`src/rtl/phy_tx_serializer_if.sv`:
```
// ----------------------------------------------------------------------------
// phy_tx_serializer_if
// Word handshake between a producer and the PHY transmit serializer.
//
// Signals
//   data_in    32-bit word offered by the producer
//   valid_in   data_in holds a word the producer wants to send
//   ready_out  serializer holding register is empty; a word moves across on
//              any clock edge where valid_in and ready_out are both high
//
// Modports
//   master  producer side (drives data_in/valid_in, observes ready_out)
//   slave   serializer side (observes data_in/valid_in, drives ready_out)
// ----------------------------------------------------------------------------
interface phy_tx_serializer_if;

   logic [31:0] data_in;
   logic        valid_in;
   logic        ready_out;

   modport master (
      output data_in,
      output valid_in,
      input  ready_out
   );

   modport slave (
      input  data_in,
      input  valid_in,
      output ready_out
   );

endinterface

```
`src/rtl/phy_tx_serializer.sv`:
```
// ----------------------------------------------------------------------------
// phy_tx_serializer
// Transmit half of the two-lane PHY link. Accepts 32-bit words over a
// valid/ready handshake and byte-stripes each word over two serial lanes,
// one bit per clk_32f cycle, MSB first. After reset a short comma training
// sequence is sent; afterwards the comma symbol is used as idle fill.
//
// Frame layout (16 cycles, two 8-cycle slots):
//   slot 0: lane 0 = word[31:24], lane 1 = word[23:16]
//   slot 1: lane 0 = word[15:8],  lane 1 = word[7:0]
//   idle / training frames carry COMMA in all four byte positions.
//
// Parameters
//   COMMA      symbol used for training and idle fill
//   N_BC_INIT  comma slots sent per lane after reset (even, >= 2)
//
// Ports
//   clk_32f        bit clock, all logic on its rising edge
//   reset          synchronous active-high reset
//   tx_if          slave side of the word handshake (data_in/valid_in/ready_out)
//   serial_data_0  lane 0 serial bit, straight from a flop
//   serial_data_1  lane 1 serial bit, straight from a flop
//   tx_active      training finished, data words may go out
//   data_frame     the frame currently on the lanes carries a data word
// ----------------------------------------------------------------------------
module phy_tx_serializer #(
   parameter logic [7:0] COMMA     = 8'hBC,
   parameter int         N_BC_INIT = 4
) (
   input  logic               clk_32f,
   input  logic               reset,
   phy_tx_serializer_if.slave tx_if,
   output logic               serial_data_0,
   output logic               serial_data_1,
   output logic               tx_active,
   output logic               data_frame
);

   // Two comma slots make one training frame, so training lasts half as many
   // frames as there are comma slots.
   localparam logic [7:0] HALF_FRAMES = 8'(N_BC_INIT / 2);

   typedef enum logic [1:0] {
      START  = 2'd0,
      INIT   = 2'd1,
      ACTIVE = 2'd2
   } tx_state_t;

   tx_state_t   state_q;
   tx_state_t   state_d;

   logic [2:0]  bit_cnt;
   logic        slot;
   logic [15:0] shift_0;
   logic [15:0] shift_1;
   logic [31:0] hold_word;
   logic        hold_full;
   logic [7:0]  frame_cnt;

   logic        frame_end;
   logic        reload;
   logic        load_data;
   logic        accept;

   assign frame_end = (bit_cnt == 3'd7) && slot;

   // The holding register is the only buffer, so the producer may hand over a
   // word whenever it is empty. Because ready_out is low while a word is held,
   // an accept can never coincide with the reload that empties the register.
   assign tx_if.ready_out = ~hold_full;
   assign accept          = tx_if.valid_in && ~hold_full;

   assign serial_data_0 = shift_0[15];
   assign serial_data_1 = shift_1[15];
   assign tx_active     = (state_q == ACTIVE);

   // Next-state and reload decision. START loads the first comma frame on the
   // very first edge out of reset. INIT keeps sending commas until enough
   // training frames have gone out; the frame_end edge that leaves INIT is
   // already treated as an ACTIVE reload, so a word held during training goes
   // out in the very first frame after training. ACTIVE reloads at every frame
   // boundary, with the held word if there is one, otherwise with idle commas.
   always_comb begin
      state_d   = state_q;
      reload    = 1'b0;
      load_data = 1'b0;
      case (state_q)
         START: begin
            reload  = 1'b1;
            state_d = INIT;
         end
         INIT: begin
            if (frame_end) begin
               reload = 1'b1;
               if (frame_cnt == HALF_FRAMES) begin
                  state_d   = ACTIVE;
                  load_data = hold_full;
               end
            end
         end
         ACTIVE: begin
            if (frame_end) begin
               reload    = 1'b1;
               load_data = hold_full;
            end
         end
         default: begin
            state_d = START;
         end
      endcase
   end

   // State register, framing counters, lane shift registers and the holding
   // register. A reset at any point abandons the frame in flight, empties the
   // holding register and restarts training from START. Between reloads both
   // lanes shift left once per cycle, so the MSB flop always carries the bit
   // currently on the wire.
   always_ff @(posedge clk_32f) begin
      if (reset) begin
         state_q    <= START;
         bit_cnt    <= 3'd0;
         slot       <= 1'b0;
         shift_0    <= 16'h0000;
         shift_1    <= 16'h0000;
         hold_word  <= 32'h0000_0000;
         hold_full  <= 1'b0;
         frame_cnt  <= 8'd0;
         data_frame <= 1'b0;
      end else begin
         state_q <= state_d;

         if (reload) begin
            bit_cnt    <= 3'd0;
            slot       <= 1'b0;
            data_frame <= load_data;
            if (load_data) begin
               shift_0 <= {hold_word[31:24], hold_word[15:8]};
               shift_1 <= {hold_word[23:16], hold_word[7:0]};
            end else begin
               shift_0 <= {COMMA, COMMA};
               shift_1 <= {COMMA, COMMA};
            end
            if (state_q != ACTIVE) begin
               frame_cnt <= frame_cnt + 8'd1;
            end
         end else begin
            bit_cnt <= bit_cnt + 3'd1;
            if (bit_cnt == 3'd7) begin
               slot <= ~slot;
            end
            shift_0 <= {shift_0[14:0], 1'b0};
            shift_1 <= {shift_1[14:0], 1'b0};
         end

         if (load_data) begin
            hold_full <= 1'b0;
         end else if (accept) begin
            hold_word <= tx_if.data_in;
            hold_full <= 1'b1;
         end
      end
   end

endmodule
```
`src/flat_wrapper.sv`:
```
// flat-port wrapper written by rule: the top's interface ports become plain ports
module phy_tx_serializer_flat 
#(
   parameter logic [7:0] COMMA     = 8'hBC,
   parameter int         N_BC_INIT = 4
)
  (clk_32f, reset, serial_data_0, serial_data_1, tx_active, data_frame, tx_if_data_in, tx_if_valid_in, tx_if_ready_out);
  phy_tx_serializer_if tx_if_i ();
  input  logic clk_32f;
  input  logic reset;
  output logic serial_data_0;
  output logic serial_data_1;
  output logic tx_active;
  output logic data_frame;
  input wire logic [$bits(tx_if_i.data_in)-1:0] tx_if_data_in;
  input wire logic [$bits(tx_if_i.valid_in)-1:0] tx_if_valid_in;
  output wire logic [$bits(tx_if_i.ready_out)-1:0] tx_if_ready_out;
  assign tx_if_i.data_in = tx_if_data_in;
  assign tx_if_i.valid_in = tx_if_valid_in;
  assign tx_if_ready_out = tx_if_i.ready_out;
  phy_tx_serializer #(.COMMA(COMMA), .N_BC_INIT(N_BC_INIT)) u_core (.clk_32f(clk_32f), .reset(reset), .tx_if(tx_if_i), .serial_data_0(serial_data_0), .serial_data_1(serial_data_1), .tx_active(tx_active), .data_frame(data_frame));
endmodule
```
`config.mk`:
```
export PLATFORM = sky130hd
export DESIGN_NAME = phy_tx_serializer_flat
export DESIGN_NICKNAME = d
export VERILOG_FILES = /design/src/rtl/phy_tx_serializer_if.sv /design/src/rtl/phy_tx_serializer.sv /design/src/flat_wrapper.sv
export SDC_FILE = /design/constraint.sdc
export NUM_CORES = 1
export LEC_CHECK = 0
export CAP_MARGIN = 25
export CORE_ASPECT_RATIO = 0.9
export CORE_MARGIN = 5
export CORE_UTILIZATION = 50
export DETAILED_ROUTE_END_ITERATION = 8
export PLACE_DENSITY = 0.74
export SYNTH_ARGS = -nofsm -noshare
export SYNTH_HDL_FRONTEND = slang
export SYNTH_SLANG_ARGS = --single-unit
```
`constraint.sdc`:
```
create_clock -name clk_32f -period 2.89 [get_ports clk_32f]
set_input_delay 0.289 -clock clk_32f [delete_from_list [all_inputs] [get_ports clk_32f]]
set_output_delay 0.289 -clock clk_32f [all_outputs]
set_load 0.02 [all_outputs]
```
==> impl_metrics.tcl <==
set metrics [dict create \
    status "finished clean" \
    track_usage 0.189 \
    stdcell_count 483 \
    holdPathEnd "u_core.bit_cnt[0]" \
    detail_route.vias_per_cell 5.60 \
    tritoncts "built" \
    grt_pass1_wl_mm 12.1 \
    cp_max_fo 22 \
    powerDensity_nw_per_um2 716 \
    cts-resized-gates 0 \
    post_cts_buffers 0 \
    die_w_um 94.5 \
    ios 40 \
    drv_slew 0 \
    required_ns 3.14 \
    avgSynthCellArea_um2 8.88 \
    antenna_cells 0 \
    grt_max_degree 45 \
    drv_cap 0 \
    synthCells 362 \
    cp-start-kind "flip-flop" \
    rr_startpoint "u_core.state_q[0]" \
    cts.reportedPaths.clkPinSlew_ns 0.07 \
    ant_nets 0 \
    finalCriticalPeriod_ns 2.18 \
    layout_common_cells "dfxtp_1, nand2_1, a21oi_1" \
    worst_setup_path_end_kind "flip-flop" \
    hp-start "u_core.bit_cnt[0]" \
    drt_wl_total_mm 7.16 \
    synthFlopType "dfxtp_1" \
    synth_cell_types 44 \
    peakVddDrop_mv 0.431 \
    crit_family "compound AO/OA/AOI/OAI gates" \
    cts.sinks 80 \
    dp_cells 467 \
    regArea_um2 1600 \
    layout_commonest_cell "dfxtp_1" \
    synth-seq-cells 80 \
    coreArea_um2 6180 \
    synth_top_area_frac 0.498 \
    cts_buffers 9 \
    place.gp.congestion 0.782 \
    synth_edf_count 0 \
    period_share 0.754 \
    skew_ns 0.00708 \
    syn_nets 406 \
    initial_core_util 0.520 \
    synth_area_leader_cell "dfxtp_1" \
    max-slew-margin-rel 0.425 \
    areaGrowthSynthToFinish_pct 19.6 \
    worst_slew_pin_slew_ns 0.858 \
    worstSkewPairLatency_ns 0.35 \
    path_cells "inv_1, ha_1, a31oi_1, nor2_1, buf_4, a311oi_1" \
    wl_per_cell_um 14.8 \
    rows 27 \
    slowest_stage "a31oi_1" \
    drcViolationCount 0 \
    max_stage_delay_ns 0.68 \
    dieArea_um2 8140 \
    dr.pass1.iters 5 \
    r2r_slack_ns 0.71 \
    cts_hold_buf 0 \
    async_flop_share 0 \
    num-fill-cells 563 \
    hold_violations 0 \
    clock.fmax_ghz 0.459 \
    worstHoldPathCells 1 \
    vias 2707 \
    r2r_end "u_core.shift_0[4]" \
    cts_max_level 3 \
    hold_class "flip-flop to flip-flop" \
    yosys_warnings 0 \
    synthTopCellsByArea "dfxtp_1, nand2_1, a21oi_1" \
    tns_ns 0 \
    multiInputGateArea_um2 1450 \
    netlist_area_um2 3220 \
    clock_path_buffers 2 \
    setup_violations 0 \
    cts-root-buf "clkbuf_8" \
    worstPathArrival_ns 2.43 \
    grt-ovfl-total 0 \
    dr.first_iter.drc_count 239 \
    port_buffers 39 \
    grt_antenna_before_repair 0 \
    reg2regPathDepth 6 \
    p_leak_nw 1.49 \
    crit_type "flip-flop to flip-flop" \
    rsz0062_at_grt "no" \
    dp_hpwl_mm 4.64 \
    yosysSeqAreaShare 0.498 \
    grt_pass1_vias 2612 \
    drive_gt1_frac 0.0884 \
    path_buf_inv 2 \
    die_h_um 86.1 \
    nNetsFinal 435 \
]
==> power by group <==
part	internal (W)	switching (W)	total, W
sequential	0.00124	0.0000667	0.00131
clock	0.000448	0.000388	0.000837
combinational	0.000248	0.000364	0.000612
==> synthesized netlist by cell type, types with 6 or more instances <==
cell type  number
inv_1           7
clkbuf_1       20
ha_1            9
a311oi_1       12
a21oi_1        46
nand2_1        66
a31oi_1        11
a32o_1          6
o31ai_1        10
nor2b_1         6
nor2_1         28
dfxtp_1        80
==> layout make-up <==
type,instances,share of cell area
Timing Repair Buffer,47,0.116
Inverter,8,0.00781
Multi-Input combinational cell,245,0.378
Clock inverter,4,0.0133
Clock buffer,12,0.0403
Tap cell,87,0.0283
Sequential cell,80,0.416
==> how the worst max path moves through the flow <==
stage,start,depth (start not counted),endpoint,slack (ns)
2_1_floorplan,u_core.state_q[0],5,u_core.frame_cnt[5],1.14
3_3_place_gp,u_core.state_q[0],6,u_core.shift_0[4],0.83
3_5_place_dp,u_core.state_q[0],6,u_core.shift_1[2],0.73
4_1_cts,u_core.state_q[0],6,u_core.shift_1[10],0.70
5_1_grt,u_core.state_q[0],6,u_core.shift_0[15],0.43
6_report,u_core.state_q[0],6,u_core.shift_0[4],0.71
==> worst reg2reg max path, cell delays in order (launching register included) <==
cell and delay (ns):
dfxtp_1 0.37, inv_1 0.11, ha_1 0.35, a31oi_1 0.68, nor2_1 0.09, buf_4 0.25
a311oi_1 0.25
==> cells by family after synthesis <==
logic type / count (synthesis) / synth area share
AND/OR/NAND/NOR: 132 / 0.194
flip-flops: 80 / 0.498
multiplexers: 4 / 0.0140
XOR/XNOR: 1 / 0.00272
AO/OA/AOI/OAI: 99 / 0.206
adder cells (fa/ha/maj): 9 / 0.0350
buffers and inverters: 37 / 0.0506
==> per-stage QoR <==
step,utilization,total power (W),hold slack (ns),worst slack (ns),cell area (µm²)
after global placement,0.589,0.00192,0.417,0.832,3640
final,0.622,0.00276,0.437,0.710,3850
after floorplan,-,0.00176,0.408,1.14,3220
after detailed placement,0.589,0.00194,0.426,0.732,3640
after CTS,0.622,0.00277,0.437,0.697,3850
after global routing,0.622,0.00290,0.456,0.433,3850
==> per-layer routing <==
| layer | share of wire | GRT usage | vias to the layer above |
|---|---|---|---|
| met1 | 0.45 | 0.235 | 1296 |
| met5 | 0 | 0 | - |
| met4 | 0.0080 | 0.0485 | 0 |
| met2 | 0.49 | 0.316 | 62 |
| li1 | - | - | 1345 |
| met3 | 0.052 | 0.0596 | 4 |
==> sequential cells by signal, indices dropped and copies added (netlist names) <==
signal / cells
u_core.shift_1: 16
u_core.hold_word: 32
u_core.hold_full: 1
u_core.shift_0: 16
u_core.data_frame: 1
u_core.slot: 1
u_core.state_q: 2
u_core.frame_cnt: 8
u_core.bit_cnt: 3
(Power assumes the default switching activity.)
